`config.mk`:
```
export PLATFORM = sky130hd
export DESIGN_NAME = div_ctrl
export DESIGN_NICKNAME = d
export VERILOG_FILES = /design/src/rtl/div_ctrl_pkg.sv /design/src/rtl/div_special_case.sv /design/src/rtl/div_ctrl.sv
export SDC_FILE = /design/constraint.sdc
export NUM_CORES = 1
export LEC_CHECK = 0
export ABC_AREA = 1
export BUFFER_PORTS_ARGS = -buffer_cell sky130_fd_sc_hd__buf_2
export CORE_MARGIN = 3
export CORE_UTILIZATION = 48
export CTS_BUF_LIST = sky130_fd_sc_hd__clkbuf_4
export CTS_CLUSTER_DIAMETER = 100
export DETAILED_ROUTE_END_ITERATION = 10
export GPL_TIMING_DRIVEN = 0
export PLACE_DENSITY = 0.92
export SETUP_SLACK_MARGIN = 0.3
export SLEW_MARGIN = 0
export SYNTH_ARGS = -nofsm -noshare
export SYNTH_HDL_FRONTEND = slang
export SYNTH_HIERARCHICAL = 1
export SYNTH_SLANG_ARGS = --single-unit
```
`constraint.sdc`:
```
create_clock -name clk -period 1.54 [get_ports clk]
set_input_delay 0.308 -clock clk [delete_from_list [all_inputs] [get_ports clk]]
set_output_delay 0.308 -clock clk [all_outputs]
set_load 0.02 [all_outputs]
```
`src/rtl/div_ctrl_pkg.sv`:
```
// Shared opcode encodings, bus widths and opcode helpers for the divide sequencer.
// Optional build macro: DIV_ZERO_BYPASS_EN (see div_ctrl).
package div_ctrl_pkg;

    localparam int unsigned REG_W      = 32;
    localparam int unsigned REG_ADDR_W = 5;
    localparam int unsigned OP_W       = 3;

    localparam logic [OP_W-1:0] INST_DIV  = 3'b100;
    localparam logic [OP_W-1:0] INST_DIVU = 3'b101;
    localparam logic [OP_W-1:0] INST_REM  = 3'b110;
    localparam logic [OP_W-1:0] INST_REMU = 3'b111;

    function automatic logic is_signed_op(input logic [OP_W-1:0] op);
        return (op == INST_DIV) || (op == INST_REM);
    endfunction

    function automatic logic is_rem_op(input logic [OP_W-1:0] op);
        return (op == INST_REM) || (op == INST_REMU);
    endfunction

endpackage

```
`src/rtl/div_special_case.sv`:
```
// Combinational detector for divide-by-zero and signed overflow, with the
// architecturally defined result for each case.
module div_special_case
    import div_ctrl_pkg::*;
#(
    parameter int unsigned DW = REG_W
) (
    input  logic [OP_W-1:0] op_i,
    input  logic [DW-1:0]   dividend_i,
    input  logic [DW-1:0]   divisor_i,
    output logic            special_c,
    output logic [DW-1:0]   result_c
);

    localparam logic [DW-1:0] MIN_NEG = {1'b1, {(DW-1){1'b0}}};

    logic div_zero_c;
    logic ovf_c;

    assign div_zero_c = (divisor_i == '0);
    assign ovf_c      = is_signed_op(op_i) && (dividend_i == MIN_NEG) && (divisor_i == '1);
    assign special_c  = div_zero_c | ovf_c;

    always_comb begin
        result_c = '0;
        if (div_zero_c) begin
            result_c = is_rem_op(op_i) ? dividend_i : '1;
        end else if (ovf_c) begin
            result_c = is_rem_op(op_i) ? '0 : MIN_NEG;
        end
    end

endmodule

```
`src/rtl/div_ctrl.sv`:
```
// Sequencer between execute and the multi-cycle divider: capture, run, write back.
// Define DIV_ZERO_BYPASS_EN to resolve zero-divisor / overflow cases without the divider.
module div_ctrl
    import div_ctrl_pkg::*;
#(
    parameter int unsigned DW          = REG_W,
    parameter int unsigned AW          = REG_ADDR_W,
    parameter int unsigned TIMEOUT_CYC = 40
) (
    input  logic            clk,
    input  logic            rst,
    input  logic            req_i,
    input  logic [OP_W-1:0] op_i,
    input  logic [DW-1:0]   dividend_i,
    input  logic [DW-1:0]   divisor_i,
    input  logic [AW-1:0]   rd_i,
    input  logic            flush_i,
    output logic            stall_o,
    output logic            div_start_o,
    output logic [DW-1:0]   div_dividend_o,
    output logic [DW-1:0]   div_divisor_o,
    output logic [OP_W-1:0] div_op_o,
    output logic [AW-1:0]   div_reg_waddr_o,
    input  logic            div_ready_i,
    input  logic [DW-1:0]   div_result_i,
    output logic            we_o,
    output logic [AW-1:0]   waddr_o,
    output logic [DW-1:0]   wdata_o,
    output logic            timeout_o
);

    localparam int unsigned CNT_W = $clog2(TIMEOUT_CYC + 1);

    typedef enum logic [1:0] {
        ST_IDLE = 2'd0,
        ST_RUN  = 2'd1,
        ST_WB   = 2'd2
    } state_t;

    state_t           state_q, state_d;
    logic [CNT_W-1:0] cnt_q, cnt_d;
    logic             start_d, we_d, timeout_d;
    logic [DW-1:0]    dividend_d, divisor_d, wdata_d;
    logic [OP_W-1:0]  op_d;
    logic [AW-1:0]    rd_d, waddr_d;

    logic             accept_c;
    logic             bypass_c;
    logic [DW-1:0]    bypass_result_c;

    assign accept_c = req_i & ~flush_i;

`ifdef DIV_ZERO_BYPASS_EN
    div_special_case #(.DW(DW)) u_special_case (
        .op_i       (op_i),
        .dividend_i (dividend_i),
        .divisor_i  (divisor_i),
        .special_c  (bypass_c),
        .result_c   (bypass_result_c)
    );
`else
    assign bypass_c        = 1'b0;
    assign bypass_result_c = '0;
`endif

    // Stall is the only combinational output; gated by reset so it is 0 while held.
    assign stall_o = rst & (((state_q == ST_IDLE) & accept_c) | (state_q == ST_RUN));

    // Next state and next values of every registered output
    always_comb begin
        state_d    = state_q;
        cnt_d      = cnt_q;
        start_d    = div_start_o;
        we_d       = 1'b0;
        timeout_d  = timeout_o;
        dividend_d = div_dividend_o;
        divisor_d  = div_divisor_o;
        op_d       = div_op_o;
        rd_d       = div_reg_waddr_o;
        waddr_d    = waddr_o;
        wdata_d    = wdata_o;

        case (state_q)
            ST_IDLE: begin
                if (accept_c) begin
                    dividend_d = dividend_i;
                    divisor_d  = divisor_i;
                    op_d       = op_i;
                    rd_d       = rd_i;
                    timeout_d  = 1'b0;
                    cnt_d      = '0;
                    if (bypass_c) begin
                        state_d = ST_WB;
                        we_d    = 1'b1;
                        waddr_d = rd_i;
                        wdata_d = bypass_result_c;
                    end else begin
                        state_d = ST_RUN;
                        start_d = 1'b1;
                    end
                end
            end
            ST_RUN: begin
                // Flush beats a same-cycle ready; ready beats the last watchdog cycle.
                if (flush_i) begin
                    state_d = ST_IDLE;
                    start_d = 1'b0;
                end else if (div_ready_i) begin
                    state_d = ST_WB;
                    start_d = 1'b0;
                    we_d    = 1'b1;
                    waddr_d = div_reg_waddr_o;
                    wdata_d = div_result_i;
                end else if (cnt_q + CNT_W'(1) == CNT_W'(TIMEOUT_CYC)) begin
                    state_d   = ST_IDLE;
                    start_d   = 1'b0;
                    timeout_d = 1'b1;
                end else begin
                    cnt_d = cnt_q + CNT_W'(1);
                end
            end
            ST_WB: begin
                state_d = ST_IDLE;
            end
            default: begin
                state_d = ST_IDLE;
                start_d = 1'b0;
            end
        endcase
    end

    always_ff @(posedge clk or negedge rst) begin
        if (!rst) begin
            state_q         <= ST_IDLE;
            cnt_q           <= '0;
            div_start_o     <= 1'b0;
            we_o            <= 1'b0;
            timeout_o       <= 1'b0;
            div_dividend_o  <= '0;
            div_divisor_o   <= '0;
            div_op_o        <= '0;
            div_reg_waddr_o <= '0;
            waddr_o         <= '0;
            wdata_o         <= '0;
        end else begin
            state_q         <= state_d;
            cnt_q           <= cnt_d;
            div_start_o     <= start_d;
            we_o            <= we_d;
            timeout_o       <= timeout_d;
            div_dividend_o  <= dividend_d;
            div_divisor_o   <= divisor_d;
            div_op_o        <= op_d;
            div_reg_waddr_o <= rd_d;
            waddr_o         <= waddr_d;
            wdata_o         <= wdata_d;
        end
    end

endmodule

```
# Word level (Yosys, flattened, before mapping)
# Cells that the tools add are included.
# Widths: inputs -> output; s select.
# totals
latchBits	0
input_bits	109
mem_count	0
romBits	0
mem_bits_rw	0
regBits	120
# op_classes
div	0
multipliers	0
n_mux	23
bitwise_logic	6
n_addsub	1
shifts	0
eq_ne	9
n_reduce_logical	8
magnitude_cmp	0
# op_table
cell	count
$mux 6	4
$pmux 6 s2	1
$mux 1	11
$reduce_and 5->1	2
$mux 2	4
$ne 2x2->1 const B	4
$add 6x1->6 const B	1
$eq 6x6->1 const B	1
$reduce_and 3->1	2
$ne 4x3->1 const B	1
$pmux 2 s2	1
$reduce_and 2->1	2
$and 1x1->1	3
$pmux 1 s3	1
$eq 2x1->1 const B	1
$eq 2x2->1 const B	1
$logic_not 2->1	1
$ne 2x1->1 const B	1
$not 1->1	2
$pmux 1 s2	1
$reduce_bool 2->1	1
$or 1x1->1	1

# Logic depth before layout (Yosys ltp)
# Gate-level depths: netlist of the first run.
# logic_depth
word_depth	6
mapped_depth	10
ltp_nobuf	10

# Worst setup path after synthesis of the first run
# OpenSTA, ideal clock, no wires.
# synth_path
path_type	register -> output
startpoint	register state_q[1]
endpoint	output stall_o
slack_ps	-272
arrival_time_ps	1504
stages_incl_launch_ff	6
path_cell_list	dfrtp_1 -> nor2_1 -> nand3_2 -> buf_2 -> buf_2 -> a21boi_0
# synth_between
elab_chain_cells	4
elab_cells_between_ends	5
# synth_rtl
element	line_no	source
start: declaration	div_ctrl.sv:40	state_t state_q, state_d;
start signal: assignment	div_ctrl.sv:146	state_q <= state_d;
$logic_not 2->1	div_ctrl.sv:67	assign stall_o = rst & (((state_q == ST_IDLE) & accept_c) | (state_q == ST_RUN));
$and 1x1->1	div_ctrl.sv:67	
$or 1x1->1 *	div_ctrl.sv:67	
$and 1x1->1 *	div_ctrl.sv:67	
end: declaration	div_ctrl.sv:18	output logic stall_o,
# Mark *: on every way between the ends. The rest lies on a longest branch, timed or not.

# Worst setup path after layout of the first run
# layout_path
startpoint	register state_q[0]
endpoint	output stall_o
# Same word-level chain as after synthesis.

==> flow_metrics.py, run 1 <==
metrics = {
    "detailed_routing": {
        "post_drt_wl_per_cell_microns": 22.43,
        "drc": 0,
        "firstDrtPassIters": 7,
        "vias": 4852,
        "viasPerCell": 5.409,
        "wl_microns": 20120,
        "drt_iter0_drc": 321,
        "antenna_left": 0,
    },
    "placement": {
        "place_congestion": 0.7972,
        "placed_cell_area_sq_mm": 0.005988,
        "dp_hpwl_microns": 9240,
        "dp_cells": 744,
        "dp_slack_ns": -0.5509,
        "port_buffers": 221,
    },
    "yosys": {
        "muxShareOfSynthArea_pct": 16.24,
        "ys_ff_latch": 120,
        "synthSimpleGateAreaFrac_pct": 13.82,
        "synth-compound-area-share_pct": 1.616,
        "yosys_warnings": 6,
        "yosysUniqueCellTypes": 24,
        "syn_avg_cell_area_sq_um": 11.82,
        "ys_seq_area_share_pct": 64.64,
        "synth_top_family_by_area": "multiplexers",
        "synth-xor-area-share_pct": 0.3771,
        "syn_area_sq_mm": 0.004646,
        "syn_inst": 393,
        "synthAdderAreaFrac_pct": 0.2693,
        "syn-num-nets": 503,
    },
    "worst_setup_path": {
        "path_class": "flop to output port",
        "crit_fanout": 2,
        "cp-end-kind": "output port",
        "startpoint_type": "flop",
        "required_ns": 1.23,
        "crit_arrival_ns": 1.76,
    },
    "grt": {
        "antenna_found_initial": 0,
        "grt_first_pass_wirelength_microns": 22990,
        "track_usage_pct": 27.28,
        "grt_max_degree": 69,
        "grt_pass1_vias": 4530,
        "grt_remaining_overflow": 0,
    },
    "die": {
        "die_h_microns": 104.4,
        "start_util_pct": 49.81,
        "fp.dieW_microns": 104.4,
        "num_rows": 35,
        "core_area_sq_mm": 0.009328,
        "die_area_sq_mm": 0.01090,
        "io_pins": 222,
    },
    "power": {
        "peakVddDrop_mv": 0.8730,
        "power_density_mw_per_mm2": 1386,
        "p_leak_nw": 4.353,
    },
    "cts": {
        "clockBufferDepth": 2,
        "path_clk_slew_ns": 0.14,
        "root_buffer": "clkbuf_4",
        "htreeDepth": 4,
        "cts_tree": "done",
        "insertion_delay_ns": 0.53,
        "cts.sinks": 120,
        "numCtsBuffers": 17,
    },
    "run_status": {
        "violations": "hold timing, setup timing",
        "outcome": "finished with violations",
    },
    "finish": {
        "drive_gt1_share_pct": 58.07,
        "final_cells": 897,
        "fin_area_sq_mm": 0.008562,
        "nets": 865,
        "area_growth_pct": 84.30,
        "final_core_util_pct": 91.79,
        "diodes": 0,
    },
    "sta": {
        "rsz0062_at_grt": "yes",
        "finalCriticalPeriod_ns": 2.072,
        "fin_skew_ns": 0.02411,
        "slew_violations": 0,
        "fmax_ghz": 0.4826,
        "finalWorstSetupSlack_ns": -0.5321,
        "setup_violations": 68,
        "max_slew_margin_pct": 58.02,
        "tns_ns": -1.794,
        "post-route-period-util_pct": 134.6,
        "hold_viol_final": 67,
        "holdWs_ns": -0.2563,
        "worst_pin_slew_ns": 0.6298,
    },
    "min_path": {
        "hp-class": "primary input to async pin",
    },
    "job": {
        "cap_violations": 0,
    },
}
placed cells by master, fill, tap and decap left out, drive strengths merged:
cell type,instances
clkinvlp,3
ha,1
bufbuf,1
a21oi,6
nand3,14
inv,17
bufinv,5
mux2,67
a21boi,1
xnor2,1
clkinv,5
nand4,1
nand3b,1
xor2,1
nor3,2
clkbuf,20
nand2,129
o21ai,6
dlygate4sd3,60
dfrtp,120
nor2,10
buf,296
o21bai,1
cells in the mapped netlist:
master    instances  share of area (%)
a21oi_1           6               0.65
xor2_1            1               0.19
a21boi_0          1               0.16
o21bai_1          1               0.16
dfrtp_1         120                 65
o21ai_0           1               0.11
nand3b_1          1               0.16
nand2_2           1               0.13
ha_1              1               0.27
nor2_1            9               0.73
nand3_1          13                1.4
nor3_1            1               0.11
xnor2_1           1               0.19
nand4_1           1               0.13
nor2_4            1               0.24
mux2_2           67                 16
buf_2            15                1.6
nand2_1         128                 10
inv_2             3               0.24
o21ai_1           5               0.54
nor3_4            1               0.35
nand3_2           1               0.22
inv_1            12               0.97
clkbuf_2          2               0.22
registers in the layout, summed over array words and instances, names as in the netlist:
register	cells
cnt_q	6
div_dividend_o	32
div_divisor_o	32
div_op_o	3
div_reg_waddr_o	5
div_start_o	1
state_q	2
timeout_o	1
waddr_o	5
wdata_o	32
we_o	1
worst max-delay path: stages, from the launching register on:
cell and delay, ns:
dfrtp_1 0.43, nor2_2 0.17, nand3_4 0.11, buf_8 0.14, buf_12 0.12, a21boi_4 0.15
buf_6 0.14
metrics by stage:
step	hold slack, ns	total power [mW]
after global routing	-0.2356	12.22
after global placement	0.4488	6.864
after floorplan	0.01241	5.825
final	-0.2563	11.86
after CTS	-0.2290	10.13
after detailed placement	0.4568	7.014
report_power, final:
group	leakage [nW]	switching, mW	internal, mW
Clock	0.174	1.36	1.46
Sequential	1.45	0.645	3.85
Combinational	2.73	2.14	2.41
repair_timing:
item,in CTS,in global routing
resized for setup,111,229
cloned,3,2
pin swaps,11,12
hold endpoints to repair,94,100
buffers inserted,16,40
hold buffers,27,33
endpoints found under the setup margin,232,232
final timing paths:
path,startpoint,end,slack [ns],depth (start not counted)
min in group clk,div_result_i[27],wdata_o[27]$_DFFE_PN0P_,0.02,3
worst max-delay path,state_q[0]$_DFFE_PN0P_,stall_o,-0.53,6
worst min register to register,div_start_o$_DFFE_PN0P_,div_start_o$_DFFE_PN0P_,0.52,2
worst min-delay path,rst,wdata_o[29]$_DFFE_PN0P_,-0.26,1
max in group asynchronous,rst,cnt_q[1]$_DFFE_PN0P_,1.08,2
worst max register to register,state_q[0]$_DFFE_PN0P_,div_divisor_o[13]$_DFFE_PN0P_,-0.08,6
kinds of logic after synthesis:
logic type      count (synthesis)
compound gates                 14
xor+xnor                        2
fa+ha+maj                       1
buf+inv                        32
flops                         120
mux                            67
simple gates                  157
layout make-up:
class	count	area [sq um]
well taps	129	161.4
clock buffers	17	127.6
repair buffers	343	3000
fillers	320	765.7
plain buffers	17	244.0
clock inverters	15	224.0
flip-flops and latches	120	3004
multi-input cells	241	1734
inverters	15	66.31
per-layer routing:
layer / global-route usage (%) / share of wire (%) / vias to the layer above
met5: 0 / 0 / -
met4: 10.64 / 6.8 / 0
met3: 8.690 / 8.6 / 119
met2: 50.32 / 51 / 374
met1: 28.64 / 33 / 2355
li1: - / - / 2004
Note: power is estimated with default switching activity, not from simulation.
==> run 2: changes to the inputs <==
MAX_ROUTING_LAYER = met4   (was not set)
==> flow_metrics.py, run 2 (synthesized netlist as in run 1, its figures left out) <==
metrics = {
    "worst_setup_path": {
        "rr_worst_depth": 6,
        "path_class": "flop to output port",
        "cp_slowest_stage_delay_ns": 0.42,
        "cp_top_family": "flip-flops",
        "cp_num_cells": 6,
        "crit_fanout": 2,
        "required_ns": 1.23,
        "startpoint_type": "flop",
        "cp.buffers_inverters": 3,
        "cp_slowest_cell": "dfrtp_1",
        "crit_arrival_ns": 1.68,
        "cp-end-kind": "output port",
        "cp_cell_sequence": "nor2_2, nand3_4, buf_8, buf_12, a21boi_4, buf_6",
    },
    "placement": {
        "port_buffers": 221,
        "dp_hpwl_microns": 9240,
        "place_congestion": 0.8087,
        "dp_cells": 744,
    },
    "power": {
        "switching_share_pct": 34.62,
        "power.total_mw": 11.33,
        "p_sw_mw": 3.924,
        "p_leak_nw": 4.148,
        "p_clk_share_pct": 24.4,
        "power_density_mw_per_mm2": 1405,
        "p_int_mw": 7.410,
        "peakVddDrop_mv": 0.7559,
        "p_seq_share_pct": 39.1,
        "pwr-share-comb_pct": 36.5,
    },
    "die": {
        "start_util_pct": 49.81,
        "core_area_sq_mm": 0.009328,
        "die_h_microns": 104.4,
        "die_area_sq_mm": 0.01090,
        "io_pins": 222,
        "num_rows": 35,
        "fp.dieW_microns": 104.4,
    },
    "sta": {
        "rsz0062_at_grt": "yes",
        "fin_skew_ns": 0.01624,
        "finalWorstSetupSlack_ns": -0.4464,
        "slew_violations": 0,
        "fmax_ghz": 0.5034,
        "tns_ns": -0.5208,
        "post-route-period-util_pct": 129.0,
        "hold_viol_final": 67,
        "finalCriticalPeriod_ns": 1.986,
        "worst_pin_slew_ns": 0.6393,
        "setup_violations": 8,
        "max_slew_margin_pct": 57.38,
        "holdWs_ns": -0.2199,
    },
    "grt": {
        "grt_first_pass_wirelength_microns": 22910,
        "track_usage_pct": 27.99,
        "grt_max_degree": 69,
        "use_met2_pct": 50.09,
        "busiest_layer": "met2",
        "grt_remaining_overflow": 0,
        "groute.layer.met1.usage_pct": 29.47,
        "use_met3_pct": 6.269,
        "antenna_found_initial": 0,
        "grt_pass1_vias": 4539,
    },
    "detailed_routing": {
        "post_drt_wl_per_cell_microns": 21.15,
        "firstDrtPassIters": 5,
        "wl_microns": 18190,
        "vias": 4586,
        "drt_iter0_drc": 300,
        "antenna_left": 0,
        "viasPerCell": 5.333,
        "drc": 0,
    },
    "finish": {
        "nFillCells": 402,
        "area_growth_pct": 73.63,
        "diodes": 0,
        "final_cells": 860,
        "multi_input_area_sq_mm": 0.001729,
        "seqCellArea_sq_mm": 0.003004,
        "drive_gt1_share_pct": 59.64,
        "nets": 828,
        "final_cell_mix": "134 x buf_2, 119 x dfrtp_1, 106 x nand2_1",
        "final_common_cell": "buf_2",
        "largestRegisters": "div_dividend_o: 32 flops, div_divisor_o: 32 flops, wdata_o: 32 flops",
    },
    "cts": {
        "cts_tree": "done",
        "cts.sinks": 120,
        "htreeDepth": 4,
        "numCtsBuffers": 17,
        "clockBufferDepth": 2,
        "path_clk_slew_ns": 0.13,
        "insertion_delay_ns": 0.50,
        "root_buffer": "clkbuf_4",
    },
    "min_path": {
        "hp-class": "primary input to async pin",
    },
    "run_status": {
        "violations": "hold timing, setup timing",
        "outcome": "finished with violations",
    },
    "job": {
        "cap_violations": 0,
    },
}
==> run 2: area by class of cell <==
cell class,instances,area share (%)
Buffer,17,2.808
Clock buffer,17,1.582
Clock inverter,15,2.776
Inverter,15,0.8221
Multi-Input combinational cell,241,21.44
Sequential cell,120,37.24
Tap cell,129,2.001
Timing Repair Buffer,306,31.33
==> run 2: metrics by stage <==
stage               hold slack (ns)  util, %  worst slack [ns]  instance area (sq um)
finish                      -0.2199    86.48           -0.4464                   8066
global route                -0.2354    86.48           -0.5424                   8066
CTS                         -0.2290    76.59           -0.4828                   7144
detailed placement           0.4568    64.20           -0.5509                   5988
global placement             0.4488    63.88            -1.564                   5958
floorplan                   0.01241        -           0.07744                   4691
==> run 2: what timing repair did <==
| action | 4_1_cts | 5_1_grt |
|---|---|---|
| cloned | 3 | 4 |
| hold buffers | 27 | 6 |
| gates resized for setup | 111 | 172 |
| setup endpoints to repair | 232 | 232 |
| endpoints found under the hold margin | 94 | 73 |
| pin swaps | 11 | 11 |
| setup buffers | 16 | 28 |
==> run 2: metal layers <==
metal	share of wire, %	up-vias
li1	-	1935
met4	4.7	0
met3	7.9	100
met1	35	2216
met5	0	-
met2	52	335
==> run 2: path summary, 6_finish.rpt <==
path,to,slack [ns],from
worst min register to register,wdata_o[11]$_DFFE_PN0P_,0.49,wdata_o[11]$_DFFE_PN0P_
worst min-delay path,div_op_o[1]$_DFFE_PN0P_,-0.22,rst
worst max register to register,div_divisor_o[18]$_DFFE_PN0P_,-0.03,state_q[1]$_DFFE_PN0P_
max in group asynchronous,cnt_q[1]$_DFFE_PN0P_,1.03,rst
min in group clk,wdata_o[19]$_DFFE_PN0P_,0.03,div_result_i[19]
worst max-delay path,stall_o,-0.45,state_q[1]$_DFFE_PN0P_
==> run 2: power by group through the flow <==
stage | Clock (mW) | Sequential [mW] | Combinational (mW)
after global placement | 0 | 4.21 | 2.65
after CTS | 2.74 | 4.24 | 3.15
after detailed placement | 0 | 4.27 | 2.75
after global routing | 2.94 | 4.48 | 4.32
final | 2.77 | 4.43 | 4.14
after floorplan | 0 | 5.11 | 0.711
